### config.mk
export PLATFORM = sky130hd
export DESIGN_NAME = ss_seq_ctrl
export DESIGN_NICKNAME = d
export VERILOG_FILES = /design/src/rtl/ss_seq_ctrl.sv
export SDC_FILE = /design/constraint.sdc
export NUM_CORES = 1
export LEC_CHECK = 0
export BUFFER_PORTS_ARGS = -buffer_cell sky130_fd_sc_hd__buf_2
export CAP_MARGIN = 20
export CORE_MARGIN = 4
export CORE_UTILIZATION = 30
export DETAILED_ROUTE_END_ITERATION = 8
export PLACE_DENSITY_LB_ADDON = 0.25
export SLEW_MARGIN = 20
export SYNTH_ARGS = -nofsm -noshare
export SYNTH_HDL_FRONTEND = slang
export SYNTH_SLANG_ARGS = --single-unit
### constraint.sdc
create_clock -name clk -period 4 [get_ports clk]
set_clock_uncertainty 0.1 [all_clocks]
set_input_delay 0.2 -clock clk [delete_from_list [all_inputs] [get_ports clk]]
set_output_delay 0.2 -clock clk [all_outputs]
set_load 0.005 [all_outputs]
### src/rtl/ss_seq_ctrl.sv
// Save-state sequencer between the host save-state engine and a mapper's
// ss_* port. Walks mapper save-state addresses 0..SS_LAST: a save walk reads
// each register and streams it to the host; a load walk takes host bytes and
// writes each into the mapper, holding ss_we across one falling edge of m2.
module ss_seq_ctrl #(
  parameter int unsigned SS_LAST = 127,
  parameter int unsigned TMO_W   = 16
) (
  input  logic       clk,
  input  logic       map_rst,
  input  logic       m2,
  input  logic       start_save,
  input  logic       start_load,
  input  logic       abort,
  output logic       busy,
  output logic       done,
  output logic       err,
  output logic       ss_act,
  output logic       ss_we,
  output logic [7:0] ss_addr,
  output logic [7:0] ss_wdat,
  input  logic [7:0] ss_rdat,
  output logic [7:0] out_data,
  output logic       out_valid,
  input  logic       out_ready,
  input  logic [7:0] in_data,
  input  logic       in_valid,
  output logic       in_ready
);

  localparam logic [7:0] LAST_ADDR = 8'(SS_LAST);
  // The watchdog fires on the cycle its count would become all-ones.
  localparam logic [TMO_W-1:0] WDT_LAST = {{(TMO_W-1){1'b1}}, 1'b0};

  typedef enum logic [2:0] {
    IDLE, SV_SET, SV_CAP, SV_PUSH, LD_GET, LD_ARM, LD_HOLD, FIN
  } state_t;

  state_t           state_reg;
  logic [TMO_W-1:0] wdt_reg;
  // [0],[1] resynchronise m2; [2] is the previous synchronised value.
  logic [2:0]       m2_pipe_reg;
  logic             m2_rise;
  logic             m2_fall;
  logic             last_addr;
  logic             wdt_expire;

  // Bring the asynchronous m2 into the clk domain and keep one cycle of history.
  always_ff @(posedge clk) begin
    if (map_rst) m2_pipe_reg <= 3'b000;
    else         m2_pipe_reg <= {m2_pipe_reg[1:0], m2};
  end

  // Edge pulses and walk-position decodes used by the sequencer.
  always_comb begin
    m2_rise    = m2_pipe_reg[1] & ~m2_pipe_reg[2];
    m2_fall    = ~m2_pipe_reg[1] & m2_pipe_reg[2];
    last_addr  = (ss_addr == LAST_ADDR);
    wdt_expire = (wdt_reg == WDT_LAST);
  end

  // Sequencer: state, watchdog and all registered outputs.
  always_ff @(posedge clk) begin
    if (map_rst) begin
      state_reg <= IDLE;
      wdt_reg   <= '0;
      busy      <= 1'b0;
      done      <= 1'b0;
      err       <= 1'b0;
      ss_act    <= 1'b0;
      ss_we     <= 1'b0;
      ss_addr   <= 8'h00;
      ss_wdat   <= 8'h00;
      out_data  <= 8'h00;
      out_valid <= 1'b0;
      in_ready  <= 1'b0;
    end else begin
      done <= 1'b0;
      err  <= 1'b0;
      if (abort && state_reg != IDLE) begin
        // Abort drops the walk silently; the host has to restart it.
        state_reg <= IDLE;
        busy      <= 1'b0;
        ss_act    <= 1'b0;
        ss_we     <= 1'b0;
        ss_addr   <= 8'h00;
        out_valid <= 1'b0;
        in_ready  <= 1'b0;
      end else begin
        case (state_reg)
          IDLE: begin
            if (start_save) begin
              state_reg <= SV_SET;
              ss_addr   <= 8'h00;
              ss_act    <= 1'b1;
              busy      <= 1'b1;
            end else if (start_load) begin
              state_reg <= LD_GET;
              ss_addr   <= 8'h00;
              ss_act    <= 1'b1;
              busy      <= 1'b1;
              in_ready  <= 1'b1;
            end
          end
          // ss_rdat is combinational from ss_addr; give it a cycle to settle.
          SV_SET: state_reg <= SV_CAP;
          SV_CAP: begin
            out_data  <= ss_rdat;
            out_valid <= 1'b1;
            state_reg <= SV_PUSH;
          end
          SV_PUSH: begin
            if (out_ready) begin
              out_valid <= 1'b0;
              if (last_addr) begin
                state_reg <= FIN;
                done      <= 1'b1;
              end else begin
                ss_addr   <= ss_addr + 8'h01;
                state_reg <= SV_SET;
              end
            end
          end
          LD_GET: begin
            if (in_valid && in_ready) begin
              ss_wdat   <= in_data;
              in_ready  <= 1'b0;
              ss_we     <= 1'b1;
              wdt_reg   <= '0;
              state_reg <= LD_ARM;
            end
          end
          // Waiting for a rise first means the fall we hold across comes
          // after addr/data/we have been stable for at least half an m2 cycle.
          LD_ARM: begin
            if (m2_rise) begin
              wdt_reg   <= '0;
              state_reg <= LD_HOLD;
            end else if (wdt_expire) begin
              state_reg <= IDLE;
              err       <= 1'b1;
              ss_we     <= 1'b0;
              ss_act    <= 1'b0;
              busy      <= 1'b0;
              ss_addr   <= 8'h00;
            end else begin
              wdt_reg <= wdt_reg + 1'b1;
            end
          end
          LD_HOLD: begin
            if (m2_fall) begin
              ss_we <= 1'b0;
              if (last_addr) begin
                state_reg <= FIN;
                done      <= 1'b1;
              end else begin
                ss_addr   <= ss_addr + 8'h01;
                in_ready  <= 1'b1;
                state_reg <= LD_GET;
              end
            end else if (wdt_expire) begin
              state_reg <= IDLE;
              err       <= 1'b1;
              ss_we     <= 1'b0;
              ss_act    <= 1'b0;
              busy      <= 1'b0;
              ss_addr   <= 8'h00;
            end else begin
              wdt_reg <= wdt_reg + 1'b1;
            end
          end
          FIN: begin
            ss_act    <= 1'b0;
            busy      <= 1'b0;
            ss_addr   <= 8'h00;
            state_reg <= IDLE;
          end
          default: state_reg <= IDLE;
        endcase
      end
    end
  end

endmodule
==> flow_summary_export.csv, run 1 <==
group,metric,value,unit
drt,vias,2396,
critical_path,path_cells,"and3b_4, a2111o_1, a2111o_1, or3_1, a21oi_1",
cts,cts.sinks,52,
synth,netlist_instances,314,
sta,layout_setup_ws,1.28,ns
sta,rsz0062_at_grt,"no",
drt,avgViaCountPerCell,5.12,
synth,yosysUniqueCellTypes,39,
sta,tightest_slew,0.946,ns
placement,port_buffers,54,
global_routing,antenna_found_initial,0,
critical_path,cp_max_fo,20,
cts,clk_pin_slew,0.10,ns
global_routing,gr-usage-met1,16.2,%
global_routing,grt_busiest_layer,"met2",
global_routing,grt_use_met2,21.2,%
synth,syn_nets,341,
floorplanning,pin_count,55,
cts,clock_path_buffers,2,
floorplanning,die_w,99.7,um
sta,hold_viol_final,0,
pwr,swShare,30.2,%
global_routing,grt_max_degree,24,
finish,final_area,2970,um^2
cts,ctsResizeCount,0,
drt,drc,0,
sta,holdWs,0.0175,ns
drt,antenna_left,0,
pwr,pwr-share-clk,30.6,%
pwr,static-leakage-power,1.14,nW
synth,yosysSeqAreaShare,41.3,%
outcome,outcome,"finished clean",
finish,nNetsFinal,389,
sta,relSlewSlack,36.5,%
floorplanning,core_area,8180,um^2
finish,fin_util,36.4,%
pwr,pwr_density_cell,349,nW/um^2
drt,drt_iter0_drc,116,
synth,ys_ff_latch,52,
sta,finalMaxSlewViolations,0,
sta,fin_crit,2.72,ns
placement,gp_congestion,0.888,
min_path,min_path_type,"in2reg",
finish,n_antenna_cell,0,
critical_path,worst_ep_arrival_time,2.86,ns
cts,cts_setup_buffers,0,
synth,yosysTopAreaCellShare,41.3,%
cts,h-tree-depth,2,
critical_path,crit_type,"reg2reg",
drt,wl_per_cell,13.1,um
global_routing,grt_util_met3,3.02,%
synth,yosysMostFrequentCell,"dfxtp_1",
sta,finalSetupTns,0,ns
synth,synth_area_per_cell,8.03,um^2
placement,place_hpwl,4.39,mm
placement,dp_cells,459,
cts,cts_root_buffer,"clkbuf_8",
placement,pre_cts_ws,1.34,ns
floorplanning,start_util,30.8,%
pwr,p_sw,0.313,mW
global_routing,grtUsageTotal,12.6,%
drt,firstDrtPassIters,4,
finish,final_cells,468,
pwr,p_comb_share,15.3,%
finish,layout-drive-gt1-share,18.2,%
pwr,p_total,1.04,mW
placement,dpl_cell_area,2870,um^2
critical_path,worstPathRequired,4.14,ns
synth,synth_top_area_cell,"dfxtp_1",
synth,synth_area,2520,um^2
sta,fin_crit_sh,68.1,%
cts,numCtsBuffers,5,
floorplanning,num_rows,33,
critical_path,worst_path_largest_cell_delay,0.70,ns
sta,setup_viol,0,
synth,synth-edff-count,0,
critical_path,cpMostUsedCell,"a2111o_1",
floorplanning,die-area,9930,um^2
cts,worstSkewPairLatency,0.31,ns
pwr,seqPwrFrac,54.0,%
critical_path,worst_path_max_delay_cell,"dfxtp_1",
pwr,p_int,0.724,mW
critical_path,worst_setup_path_start_kind,"flop",
cts,cts_tree,"done",
flow_run,cap_violations,0,
synth,synth_flop_cell,"dfxtp_1",
drt,drt-total-wl,6.12,mm
global_routing,grt_pass1_wl,10.4,mm
pwr,ir_worst_vdd,200,uV
global_routing,overflow,0,
finish,syn2layout_area_growth,18.0,%
global_routing,grt_pass1_vias,2203,
synth,async_flop_share,0,%
synth,yosys-top-cells-count,"dfxtp_1, nand2_1, nor2_1",
sta,max_freq,0.367,GHz
finish,largest_reg_flops,16,
floorplanning,dieHeight,99.7,um
synth,synthesis.yosys.warnings,0,
critical_path,critPathCaptureType,"flop",
synth,ys_top_cells_by_area,"dfxtp_1, nand2_1, a21oi_1",
[critical path, delay by kind of cell, from the launching register on]
kind,cells,cell delay (ns)
AOI/OAI and AO/OA,3,1.21
and+or+nand+nor,2,0.64
DFF,1,0.70
[routing by layer]
layer / routed length [um] / part of all wire [%]
met5: 0 / 0
met4: 42 / 0.69
met3: 298 / 4.9
met2: 2970 / 48
met1: 2820 / 46
[power groups by stage]
stage | Sequential [mW] | Combinational, mW | Clock (mW)
5_1_grt | 0.564 | 0.178 | 0.356
4_1_cts | 0.560 | 0.158 | 0.335
6_report | 0.560 | 0.159 | 0.318
3_5_place_dp | 0.571 | 0.156 | 0
2_1_floorplan | 0.555 | 0.124 | 0
3_3_place_gp | 0.571 | 0.159 | 0
[layout make-up]
cell class                      instances  area, um^2
Clock buffer                            5        68.8
Multi-Input combinational cell        242        1400
Inverter                                5        18.8
Fill cell                             882        5200
Clock inverter                          3        27.5
Timing Repair Buffer                   56         288
Tap cell                              105         131
Sequential cell                        52        1040
[layout by cell type (no fill, tap or decap), types with 3 or more instances in the layout]
cell	instances
a2111o_1	3
a211oi_1	13
a21o_1	3
a21oi_1	27
a31oi_1	6
and3_1	5
buf_2	54
clkbuf_8	5
dfxtp_1	52
ha_1	3
inv_1	5
mux2i_1	9
nand2_1	37
nand2b_1	7
nand3_1	10
nand4_1	9
nor2_1	31
nor2b_1	7
nor3_1	5
o21ai_0	25
o22ai_1	4
or3_1	13
xnor2_1	6
[repair_timing]
item / CTS / global route
endpoints found under the setup margin: 0 / 0
hold buffers: 1 / 0
endpoints found under the hold margin: 1 / 0
[worst paths after layout]
check                                    start             end  slack, ns  cells past startpoint
worst min-delay path                ss_rdat[3]     out_data[3]       0.02                      3
worst min register to register  m2_pipe_reg[0]  m2_pipe_reg[1]       0.35                      1
worst max register to register    state_reg[0]     wdt_reg[12]       1.28                      5
worst max-delay path              state_reg[0]     wdt_reg[12]       1.28                      5
[cells by family (layout without fill, tap and decap cells)]
kind of cell               Yosys count  after routing  share of synthesized area (%)
and+or+nand+nor                    134            134                           26.5
AOI/OAI and AO/OA                   90             90                           21.8
DFF                                 52             52                           41.3
buffers and inverters               20             69                           3.23
muxes                                9              9                           3.58
xor gates and xnor gates             6              6                           2.09
adders and majority gates            3              3                           1.49
Note: power is estimated with default switching activity, not from simulation.
==> run 2: changes to the inputs <==
clock period = 2.5 ns   (was 4 ns; I/O delays follow)
==> run 2 against run 1 <==
Cell area increased by 7.9%. Sequential power increased by 56%. Sequential cell count unchanged. Via count increased by 4.3%. Cell count increased by 5.6%. First-iteration DRC count decreased by 14%. Sequential share of layout area decreased by 2.6 points. Die area unchanged. Highest routed layer unchanged.
==> flow_summary_export.csv, run 2 (same netlist as run 1, synthesis figures left out) <==
group,metric,value,unit
global_routing,antenna_found_initial,0,
global_routing,grt_pass1_vias,2323,
finish,largest_reg_flops,16,
global_routing,grt_max_degree,23,
floorplanning,start_util,30.8,%
sta,finalSetupTns,0,ns
cts,worstSkewPairLatency,0.31,ns
outcome,outcome,"finished clean",
sta,fin_crit_sh,93.8,%
critical_path,path_cells,"and3b_4, a2111o_1, a2111o_1, or3_1, a21oi_1",
cts,cts_root_buffer,"clkbuf_8",
critical_path,worst_setup_path_start_kind,"flop",
critical_path,worst_path_max_delay_cell,"a2111o_1",
sta,setup_viol,0,
min_path,min_path_type,"in2reg",
drt,firstDrtPassIters,4,
sta,fin_crit,2.34,ns
finish,layout_commonest_cell,"buf_2",
placement,place_hpwl,4.55,mm
floorplanning,dieHeight,99.7,um
critical_path,crit_path_start,"state_reg[0]",
flow_run,cap_violations,0,
finish,layout-drive-gt1-share,19.5,%
global_routing,grtUsageTotal,12.7,%
sta,tightest_slew,0.555,ns
sta,finalMaxSlewViolations,0,
global_routing,overflow,0,
drt,drc,0,
floorplanning,die-area,9930,um^2
finish,final_area,3210,um^2
pwr,ir_worst_vdd,198,uV
sta,max_freq,0.426,GHz
pwr,pwr_density_cell,533,nW/um^2
critical_path,worst_ep_arrival_time,2.48,ns
drt,vias,2500,
cts,clock_path_buffers,2,
critical_path,cp_max_fo,10,
sta,relSlewSlack,62.0,%
critical_path,worst_path_largest_cell_delay,0.53,ns
floorplanning,pin_count,55,
pwr,static-leakage-power,1.26,nW
critical_path,cpMostUsedCell,"a2111o_1",
sta,hold_viol_final,0,
cts,numCtsBuffers,5,
placement,dpl_cell_area,2940,um^2
cts,h-tree-depth,2,
drt,drt_iter0_drc,100,
critical_path,crit_type,"reg2reg",
finish,n_antenna_cell,0,
floorplanning,num_rows,33,
cts,cts.sinks,52,
sta,layout_setup_ws,0.155,ns
drt,drt-total-wl,6.28,mm
finish,final_cell_mix,"buf_2, dfxtp_1, nand2_1, nor2_1, a21oi_1",
critical_path,r2r_slack,0.16,ns
critical_path,worstPathRequired,2.63,ns
min_path,hold_path_startpoint,"in_valid",
cts,cts_tree,"done",
drt,antenna_left,0,
critical_path,r2r_start,"state_reg[0]",
global_routing,grt_pass1_wl,10.5,mm
finish,nNetsFinal,415,
drt,avgViaCountPerCell,5.06,
floorplanning,core_area,8180,um^2
floorplanning,die_w,99.7,um
sta,rsz0062_at_grt,"no",
placement,port_buffers,54,
critical_path,timing.critical_path.buf_inv,0,
placement,pre_cts_ws,0.178,ns
placement,gp_congestion,0.881,
finish,syn2layout_area_growth,27.3,%
drt,wl_per_cell,12.7,um
cts,clk_pin_slew,0.10,ns
cts,cts_setup_buffers,0,
critical_path,crit_family,"compound AO/OA/AOI/OAI gates",
critical_path,critPathCaptureType,"flop",
-- run 2: area by class of cell --
cell class,count,area (um^2)
inverter,5,18.8
sequential,52,1040
tap,105,131
fill,858,4970
clock buffer,5,68.8
timing repair buffer,82,523
clock inverter,3,27.5
multi-input combinational,242,1400
-- run 2: routing by layer --
layer  wire length [um]  GRT usage (%)  vias up
met5                  0              0        -
met4                 76           3.68        0
met3                318           2.59        8
met2               3000           21.8       58
met1               2890           16.1     1150
li1                   -              -     1284
-- run 2: stage by stage --
step	power (mW)	utilization, %	hold WS [ns]	instances
6_report	1.71	39.2	0.0593	494
2_1_floorplan	1.09	-	0.153	314
5_1_grt	1.80	39.2	0.0575	494
3_3_place_gp	1.19	36.0	0.255	469
3_5_place_dp	1.19	36.0	0.261	469
4_1_cts	1.73	39.2	0.0519	494
-- run 2: path summary, 6_finish.rpt --
check | end | depth (start not counted)
hold reg to reg | ss_we | 2
setup reg to reg | wdt_reg[13] | 5
hold / removal | state_reg[1] | 3
setup / recovery | wdt_reg[13] | 5
-- run 2: repair_timing --
action                    4_1_cts  5_1_grt
hold buffers                   17        0
hold endpoints to repair       17        0
resized for setup               0        0
-- run 2: worst register-to-register path, cell delays in order (launching register included) --
cell and delay [ns]:
dfxtp_1 0.40, and3b_4 0.24, a2111o_1 0.51, a2111o_1 0.53, or3_1 0.34, a21oi_1 0.16
-- run 2: where the power goes --
group          total [mW]  internal, mW  switching [mW]
Clock               0.515         0.206           0.309
Combinational       0.324         0.141           0.183
Sequential          0.871         0.850          0.0207
